File: config.mk
export PLATFORM = sky130hd
export DESIGN_NAME = mix_columns_engine
export DESIGN_NICKNAME = d
export VERILOG_FILES = /design/src/rtl/mix_columns_engine_pkg.sv /design/src/rtl/mix_column_unit.sv /design/src/rtl/mix_columns_engine.sv
export SDC_FILE = /design/constraint.sdc
export NUM_CORES = 1
export LEC_CHECK = 0
export BUFFER_PORTS_ARGS = -buffer_cell sky130_fd_sc_hd__buf_4
export CORE_AREA = 8 8 125 173
export CTS_BUF_LIST = sky130_fd_sc_hd__clkbuf_16
export CTS_CLUSTER_SIZE = 8
export DETAILED_ROUTE_END_ITERATION = 6
export DIE_AREA = 0 0 133 181
export PLACE_DENSITY_LB_ADDON = 0.12
export SLEW_MARGIN = 25
export SYNTH_ARGS = -nofsm -noshare
export SYNTH_HDL_FRONTEND = slang
export SYNTH_SLANG_ARGS = --single-unit
File: constraint.sdc
create_clock -name clk -period 7.23 [get_ports clk]
set_clock_uncertainty 0.1 [all_clocks]
set_input_delay 1.8075 -clock clk [delete_from_list [all_inputs] [get_ports clk]]
set_output_delay 1.8075 -clock clk [all_outputs]
set_load 0.05 [all_outputs]
File: src/rtl/mix_columns_engine_pkg.sv
// Shared types and GF(2^8) arithmetic for the MixColumns engine.
// Multiplication is an xtime shift-and-add chain; no tables.
package mix_columns_engine_pkg;

  typedef enum logic [1:0] {
    IDLE = 2'd0,
    CALC = 2'd1,
    HOLD = 2'd2
  } state_e;

  localparam logic [7:0] POLY = 8'h1B;

  localparam logic [0:3][7:0] FWD_ROW = {8'h02, 8'h03, 8'h01, 8'h01};
  localparam logic [0:3][7:0] INV_ROW = {8'h0E, 8'h0B, 8'h0D, 8'h09};

  function automatic logic [7:0] xtime(input logic [7:0] a);
    return {a[6:0], 1'b0} ^ (a[7] ? POLY : 8'h00);
  endfunction

  function automatic logic [7:0] gmul(input logic [7:0] a, input logic [7:0] b);
    logic [7:0] p;
    logic [7:0] x;
    p = 8'h00;
    x = a;
    for (int i = 0; i < 8; i++) begin
      if (b[i]) begin
        p = p ^ x;
      end else begin
        p = p;
      end
      x = xtime(x);
    end
    return p;
  endfunction

endpackage

File: src/rtl/mix_column_unit.sv
// Combinational transform of one 32-bit column (forward or inverse MixColumns).
// Byte 0 of the column sits in bits [31:24].
module mix_column_unit
  import mix_columns_engine_pkg::*;
(
  input  logic [31:0] col_in,
  input  logic        inv,
  output logic [31:0] col_out
);

  logic [0:3][7:0] a_bytes;
  logic [0:3][7:0] b_bytes;

  assign a_bytes = col_in;
  assign col_out = b_bytes;

  // Output byte i takes coefficient row rotated right by i: index (j - i) mod 4.
  always_comb begin
    logic [1:0] k;
    logic [7:0] coef;
    b_bytes = '0;
    k       = 2'd0;
    coef    = 8'h00;
    for (int i = 0; i < 4; i++) begin
      for (int j = 0; j < 4; j++) begin
        k    = 2'(j - i);
        coef = inv ? INV_ROW[k] : FWD_ROW[k];
        b_bytes[2'(i)] = b_bytes[2'(i)] ^ gmul(a_bytes[2'(j)], coef);
      end
    end
  end

endmodule

File: src/rtl/mix_columns_engine.sv
// Iterative MixColumns / InvMixColumns engine: latch a state, transform
// COLS_PER_CYCLE columns per cycle, then hold the result until taken.
module mix_columns_engine
  import mix_columns_engine_pkg::*;
#(
  parameter int COLS_PER_CYCLE = 1,
  parameter int PIPE_OUT       = 1
) (
  input  logic         clk,
  input  logic         rst,
  input  logic         in_valid,
  output logic         in_ready,
  input  logic         inv,
  input  logic [127:0] data_in,
  output logic         out_valid,
  input  logic         out_ready,
  output logic [127:0] data_out,
  output logic         busy
);

  if (COLS_PER_CYCLE != 1 && COLS_PER_CYCLE != 2 && COLS_PER_CYCLE != 4) begin : g_bad_cols
    $error("mix_columns_engine: COLS_PER_CYCLE must be 1, 2 or 4");
  end

  localparam logic [1:0] COL_STEP = 2'(COLS_PER_CYCLE);
  localparam logic [1:0] LAST_COL = 2'(4 - COLS_PER_CYCLE);

  state_e            state_q, state_d;
  logic [1:0]        col_q, col_d;
  logic [0:3][31:0]  work_q, work_d;
  logic              mode_q, mode_d;
  logic [127:0]      dout_q, dout_d;
  logic              out_valid_q, out_valid_d;

  logic [1:0]  unit_idx [COLS_PER_CYCLE];
  logic [31:0] unit_in  [COLS_PER_CYCLE];
  logic [31:0] unit_out [COLS_PER_CYCLE];

  for (genvar k = 0; k < COLS_PER_CYCLE; k++) begin : g_unit
    assign unit_idx[k] = col_q + 2'(k);
    assign unit_in[k]  = work_q[unit_idx[k]];
    mix_column_unit u_col (
      .col_in  (unit_in[k]),
      .inv     (mode_q),
      .col_out (unit_out[k])
    );
  end

  // Next-state logic; with PIPE_OUT the result is copied into dout one cycle into HOLD.
  always_comb begin
    state_d     = state_q;
    col_d       = col_q;
    work_d      = work_q;
    mode_d      = mode_q;
    dout_d      = dout_q;
    out_valid_d = out_valid_q;
    case (state_q)
      IDLE: begin
        if (in_valid) begin
          work_d  = data_in;
          mode_d  = inv;
          col_d   = 2'd0;
          state_d = CALC;
        end else begin
          state_d = IDLE;
        end
      end
      CALC: begin
        for (int k = 0; k < COLS_PER_CYCLE; k++) begin
          work_d[unit_idx[k]] = unit_out[k];
        end
        col_d = col_q + COL_STEP;
        if (col_q == LAST_COL) begin
          state_d = HOLD;
        end else begin
          state_d = CALC;
        end
      end
      HOLD: begin
        if (PIPE_OUT != 0) begin
          if (!out_valid_q) begin
            dout_d      = work_q;
            out_valid_d = 1'b1;
          end else if (out_ready) begin
            out_valid_d = 1'b0;
            state_d     = IDLE;
          end else begin
            state_d = HOLD;
          end
        end else begin
          if (out_ready) begin
            state_d = IDLE;
          end else begin
            state_d = HOLD;
          end
        end
      end
      default: begin
        state_d     = IDLE;
        out_valid_d = 1'b0;
      end
    endcase
  end

  // State registers; reset beats any handshake in the same cycle.
  always_ff @(posedge clk) begin
    if (rst) begin
      state_q     <= IDLE;
      col_q       <= 2'd0;
      work_q      <= '0;
      mode_q      <= 1'b0;
      dout_q      <= '0;
      out_valid_q <= 1'b0;
    end else begin
      state_q     <= state_d;
      col_q       <= col_d;
      work_q      <= work_d;
      mode_q      <= mode_d;
      dout_q      <= dout_d;
      out_valid_q <= out_valid_d;
    end
  end

  assign in_ready  = (state_q == IDLE);
  assign busy      = (state_q != IDLE);
  assign out_valid = (PIPE_OUT != 0) ? out_valid_q : (state_q == HOLD);
  assign data_out  = (PIPE_OUT != 0) ? dout_q : work_q;

endmodule

==> results_dict.tcl, run 1 <==
set metrics [dict create \
    synthArstFlopShare_pct 0 \
    dieArea_um2 24100 \
    overflow 0 \
    syn_inst 1274 \
    diodes 0 \
    synth_area_leader_cell "dfxtp_1" \
    crit_path_top_delay_cell "nand2_1" \
    core-area_um2 19000 \
    vias 10200 \
    vias_per_cell 5.85 \
    wl_mm 36.4 \
    period_share_pct 50.7 \
    antenna_found_initial 0 \
    cp-start-kind "input port" \
    powerDensity_nw_per_um2 273 \
    endpoint_kind "register" \
    drive_above_1_share_pct 23.4 \
    maxCapViolations 0 \
    dp_hpwl_mm 25.1 \
    cts_setup_buffers 0 \
    synthDistinctLibCells 46 \
    placedInstanceArea_um2 12800 \
    start_util_pct 57.1 \
    met2_usage_pct 49.7 \
    rsz0062_at_grt "no" \
    grt_usage_pct 29.2 \
    drcViolationCount 0 \
    synth_area_leaders "dfxtp_1 48%, nand2_1 11%, a21oi_1 7.6%" \
    cp_num_buf_inv 2 \
    cts.path.max_buffers 3 \
    final_max_slew_viol_count 0 \
    io_pins 264 \
    fin_cells 1738 \
    seq_area_um2 5250 \
    rows 60 \
    synth_top_flop_cell "dfxtp_1" \
    required_ns 7.50 \
    dpl_worst_slack_ns 3.13 \
    grt_pass1_wl_mm 55.7 \
    cts_hold_buf 0 \
    setup_viol 0 \
    synthDominantCellAreaShare_pct 48.3 \
    clock-sinks 262 \
    multi_input_area_um2 5180 \
    crit_path_max_fanout 26 \
    die_x_um 133 \
    tightest_slew_ns 1.05 \
    synth_area_um2 10900 \
    slew_headroom_pct 30.2 \
    grt_pass1_vias 10100 \
    path_clk_slew_ns 0.05 \
    final.setup.tns_ns 0 \
    drt_iter0_markers 771 \
    dr.pass1.iters 7 \
    globalRouteMet1Util_pct 31.1 \
    clock_latency_ns 0.51 \
    postSynthAreaPerCell_um2 8.52 \
    busiest_layer "met2" \
    holdCritPathClass "reg2reg" \
    arrival_ns 3.93 \
    yosysSeqAreaShare_pct 48.3 \
    synth-edff-count 0 \
    final_area_um2 13900 \
    syn_nets 1411 \
    cts_htree_levels 2 \
    outcome "finished, final reports clean" \
    cts-resized-gates 0 \
    cts_tree "built" \
    die_h_um 181 \
    dpl.cell_count 1695 \
    wl_per_cell_um 21.0 \
    power.total_mw 3.79 \
    max_stage_delay_ns 0.55 \
    clockRootBuffer "clkbuf_16" \
    yosysWarningCount 0 \
    critical_path_class "in2reg" \
    final_nets 1625 \
    cts-buffers-inserted 38 \
    finalHoldViolCount 0 \
    fill_cells 1511 \
    fin_ws_ns 3.57 \
    power_leakage_nw 5.53 \
    ir_drop_mv 0.203 \
    ant_nets 0 \
    final_util_pct 73.1 \
    port_buffers 263 \
    grtUsageMet3_pct 8.05 \
    syn_to_final_growth_pct 27.9 \
    critical-path-top-delay-family "simple AND/OR/NAND/NOR gates" \
    synth-seq-cells 262 \
    final.min_clock_period_ns 3.66 \
    hold-worst-slack_ns 0.349 \
    crit_chain "buf_4, nand2_1, buf_4, nand2_1, nor2_1, a2111oi_0" \
    gp_routability_congestion 0.969 \
    grt_start_max_net_pins 157 \
    fmax_mhz 273 \
]
-- where the power goes --
part	total, mW	leakage (nW)	internal (mW)	switching (mW)
registers	1.57	2.13	1.51	0.0573
clock network	1.53	0.495	0.927	0.599
logic	0.703	2.90	0.306	0.397
-- synth_stat cells (6+ instances only) --
library cell	n
nand2_1	305
dfxtp_1	262
a21oi_1	165
nor2_1	164
clkbuf_1	87
a22oi_1	72
xnor2_1	31
a211oi_1	20
mux4_2	16
xor2_1	12
a2111oi_0	9
o21ai_0	9
inv_1	7
nand3_1	7
nor4_1	7
a2111oi_1	6
o31ai_1	6
xnor3_1	6
-- per-layer routing --
metal	part of all wire, %	wire, um	vias to the layer above
met3	9.0	3280	113
li1	-	-	4766
met1	35	12800	4833
met2	50	18100	458
met5	0	0	-
met4	6.4	2320	0
-- area by class of cell --
| cell class | instances | share of cell area (%) |
|---|---|---|
| clock inverters | 4 | 0.333 |
| clock buffers | 38 | 6.85 |
| repair buffers | 276 | 15.3 |
| multi-input cells | 903 | 37.3 |
| inverters | 7 | 0.189 |
| flip-flops and latches | 262 | 37.8 |
| well taps | 248 | 2.23 |
-- flip-flops by register name, summed over array words and instances, names as in the netlist --
name       count
state_q        2
mode_q         1
data_out     128
out_valid      1
work_q       128
col_q          2
-- logic make-up (layout without fill, tap and decap cells) --
group,after synthesis,after routing,synth area share (%)
simple gates,509,509,18.5
fa+ha+maj,4,4,0.461
mux,20,20,3.69
xor+xnor,59,59,6.72
buf+inv,109,325,4.14
compound gates,311,311,18.2
flops,262,262,48.3
-- worst paths after layout --
path	startpoint	endpoint	slack, ns	depth (start not counted)
max	in_valid	work_q[112]	3.57	6
min reg2reg	work_q[74]	data_out[74]	0.35	2
max reg2reg	col_q[1]	work_q[29]	3.87	7
min	work_q[74]	data_out[74]	0.35	2
-- worst min-delay path: cells and delay by family (launching register included) --
kind	cells	cell delay, ns
flip-flops	1	0.30
AND/OR/NAND/NOR	1	0.05
AO/OA/AOI/OAI	1	0.05
-- cells in the final DEF (no fill, tap or decap), types with 7 or more instances in the layout --
cell type,count
nand2_1,305
buf_4,272
dfxtp_1,262
a21oi_1,165
nor2_1,162
a22oi_1,72
clkbuf_16,38
xnor2_1,31
a211oi_1,20
mux4_2,16
xor2_1,12
inv_1,9
a2111oi_0,9
o21ai_0,9
nand3_1,7
nor4_1,7
Note: power is estimated with default switching activity, not from simulation.
==> run 2, diff against run 1 <==
--- a/config.mk
+++ b/config.mk
@@ -6,11 +6,11 @@
 export NUM_CORES = 1
 export LEC_CHECK = 0
 export BUFFER_PORTS_ARGS = -buffer_cell sky130_fd_sc_hd__buf_4
-export CORE_AREA = 8 8 125 173
+export CORE_AREA = 8 8 137 189
 export CTS_BUF_LIST = sky130_fd_sc_hd__clkbuf_16
 export CTS_CLUSTER_SIZE = 8
 export DETAILED_ROUTE_END_ITERATION = 6
-export DIE_AREA = 0 0 133 181
+export DIE_AREA = 0 0 145 197
 export PLACE_DENSITY_LB_ADDON = 0.12
 export SLEW_MARGIN = 25
 export SYNTH_ARGS = -nofsm -noshare
==> constraint.sdc (replaced) <==
create_clock -name clk -period 3.25 [get_ports clk]
set_clock_uncertainty 0.1 [all_clocks]
set_input_delay 0.8125 -clock clk [delete_from_list [all_inputs] [get_ports clk]]
set_output_delay 0.8125 -clock clk [all_outputs]
set_load 0.05 [all_outputs]
==> run 2 against run 1 <==
Net effect: combinational power grew 130%; critical endpoint is now work_q[117]; via count shrank 1.3%; clock power grew 130%; cell area grew 1.9%; register-to-register slack lost 3.7 ns; final cell count grew 4.7%; total power grew 130%; largest power group unchanged; global-route usage shrank 3.0 points; worst setup slack lost 3.4 ns.
==> results_dict.tcl, run 2 (synthesis results as in run 1) <==
set metrics [dict create \
    outcome "finished, final reports clean" \
    syn_to_final_growth_pct 30.4 \
    hold-worst-slack_ns 0.340 \
    drt_iter0_markers 710 \
    power_leakage_nw 5.65 \
    grt_usage_pct 26.1 \
    final_cell_mix "304 x nand2_1, 296 x buf_4, 262 x dfxtp_1" \
    wl_mm 38.6 \
    dp_hpwl_mm 27.9 \
    rows 66 \
    final_max_slew_viol_count 0 \
    grt_pass1_wl_mm 59.2 \
    setup_viol 0 \
    final_nets 1649 \
    grt_start_max_net_pins 105 \
    ir_drop_mv 0.503 \
    final.min_clock_period_ns 3.10 \
    endpoint_kind "register" \
    core-area_um2 23000 \
    startpoint "col_q[0]" \
    diodes 0 \
    cts-buffers-inserted 38 \
    period_share_pct 95.5 \
    path_clk_slew_ns 0.05 \
    cts_htree_levels 2 \
    rr_startpoint "col_q[0]" \
    holdCritPathClass "reg2reg" \
    port_buffers 263 \
    maxCapViolations 0 \
    grtUsageMet3_pct 6.52 \
    crit_path_top_delay_cell "mux4_2" \
    final.setup.tns_ns 0 \
    wl_per_cell_um 21.2 \
    tightest_slew_ns 0.911 \
    globalRouteMet1Util_pct 28.7 \
    vias_per_cell 5.52 \
    fill_cells 2114 \
    cp_num_buf_inv 0 \
    gp_routability_congestion 0.949 \
    crit_path_max_fanout 10 \
    dieArea_um2 28600 \
    met2_usage_pct 46.4 \
    rsz0062_at_grt "no" \
    antenna_found_initial 0 \
    cts_setup_buffers 0 \
    critical_path_class "reg2reg" \
    fmax_mhz 322 \
    clockRootBuffer "clkbuf_16" \
    slew_headroom_pct 39.0 \
    finalHoldViolCount 0 \
    io_pins 264 \
    powerDensity_nw_per_um2 607 \
    clock_latency_ns 0.53 \
    cts_hold_buf 0 \
    required_ns 3.50 \
    start_util_pct 47.1 \
    die_x_um 145 \
    final_common_cell "nand2_1" \
    dr.pass1.iters 7 \
    busiest_layer "met2" \
    vias 10000 \
    power.total_mw 8.58 \
    cts-resized-gates 0 \
    overflow 0 \
    cp-start-kind "register" \
    drive_above_1_share_pct 24.8 \
    drcViolationCount 0 \
    crit_chain "mux4_2, xnor2_1, xor3_1, nand2_1, xor2_1, a2111oi_1" \
    cts_tree "built" \
    arrival_ns 3.36 \
    cts.path.max_buffers 3 \
    die_h_um 197 \
    critical-path-top-delay-family "XOR/XNOR gates" \
    ant_nets 0 \
    grt_pass1_vias 10000 \
    max_stage_delay_ns 0.70 \
    worstHoldStart "work_q[39]" \
    clock-sinks 262 \
]
==> run 2: final cells by class <==
cell class,count,area (um^2),share of cell area (%)
Sequential cell,262,5250,37.1
Multi-Input combinational cell,903,5180,36.6
Timing Repair Buffer,300,2300,16.2
Clock buffer,38,951,6.72
Tap cell,306,383,2.71
Clock inverter,4,62.6,0.442
Inverter,7,26.3,0.186
==> run 2: power breakdown <==
part	switching, mW	total [mW]	internal, mW
combinational	0.880	1.63	0.749
clock	1.37	3.45	2.08
sequential	0.148	3.50	3.35
total	2.40	8.58	6.18
==> run 2: worst paths after layout <==
check                                    end  slack [ns]  cells past startpoint
worst max-delay path             work_q[117]        0.15                      6
worst min-delay path            data_out[39]        0.34                      2
worst max register to register   work_q[117]        0.15                      6
worst min register to register  data_out[39]        0.34                      2
==> run 2: metal layers <==
| layer | part of all wire [%] | wire (um) |
|---|---|---|
| met5 | 0 | 0 |
| met4 | 4.7 | 1810 |
| met3 | 6.8 | 2630 |
| met2 | 51 | 19700 |
| met1 | 38 | 14500 |
==> run 2: tightest hold or removal path, stage by stage, from the launching register on <==
cell     delay [ns]
dfxtp_1        0.30
nand2_1        0.05
a21oi_1        0.05
==> run 2: through the flow <==
step / cell area, um^2 / utilization [%] / worst slack (ns) / cells
global placement: 13100 / 57.0 / 0.234 / 1778
CTS: 14100 / 61.4 / 0.174 / 1820
floorplan: 10900 / - / 0.475 / 1274
global route: 14100 / 61.4 / 0.0620 / 1820
finish: 14100 / 61.4 / 0.146 / 1820
detailed placement: 13100 / 57.0 / 0.197 / 1778
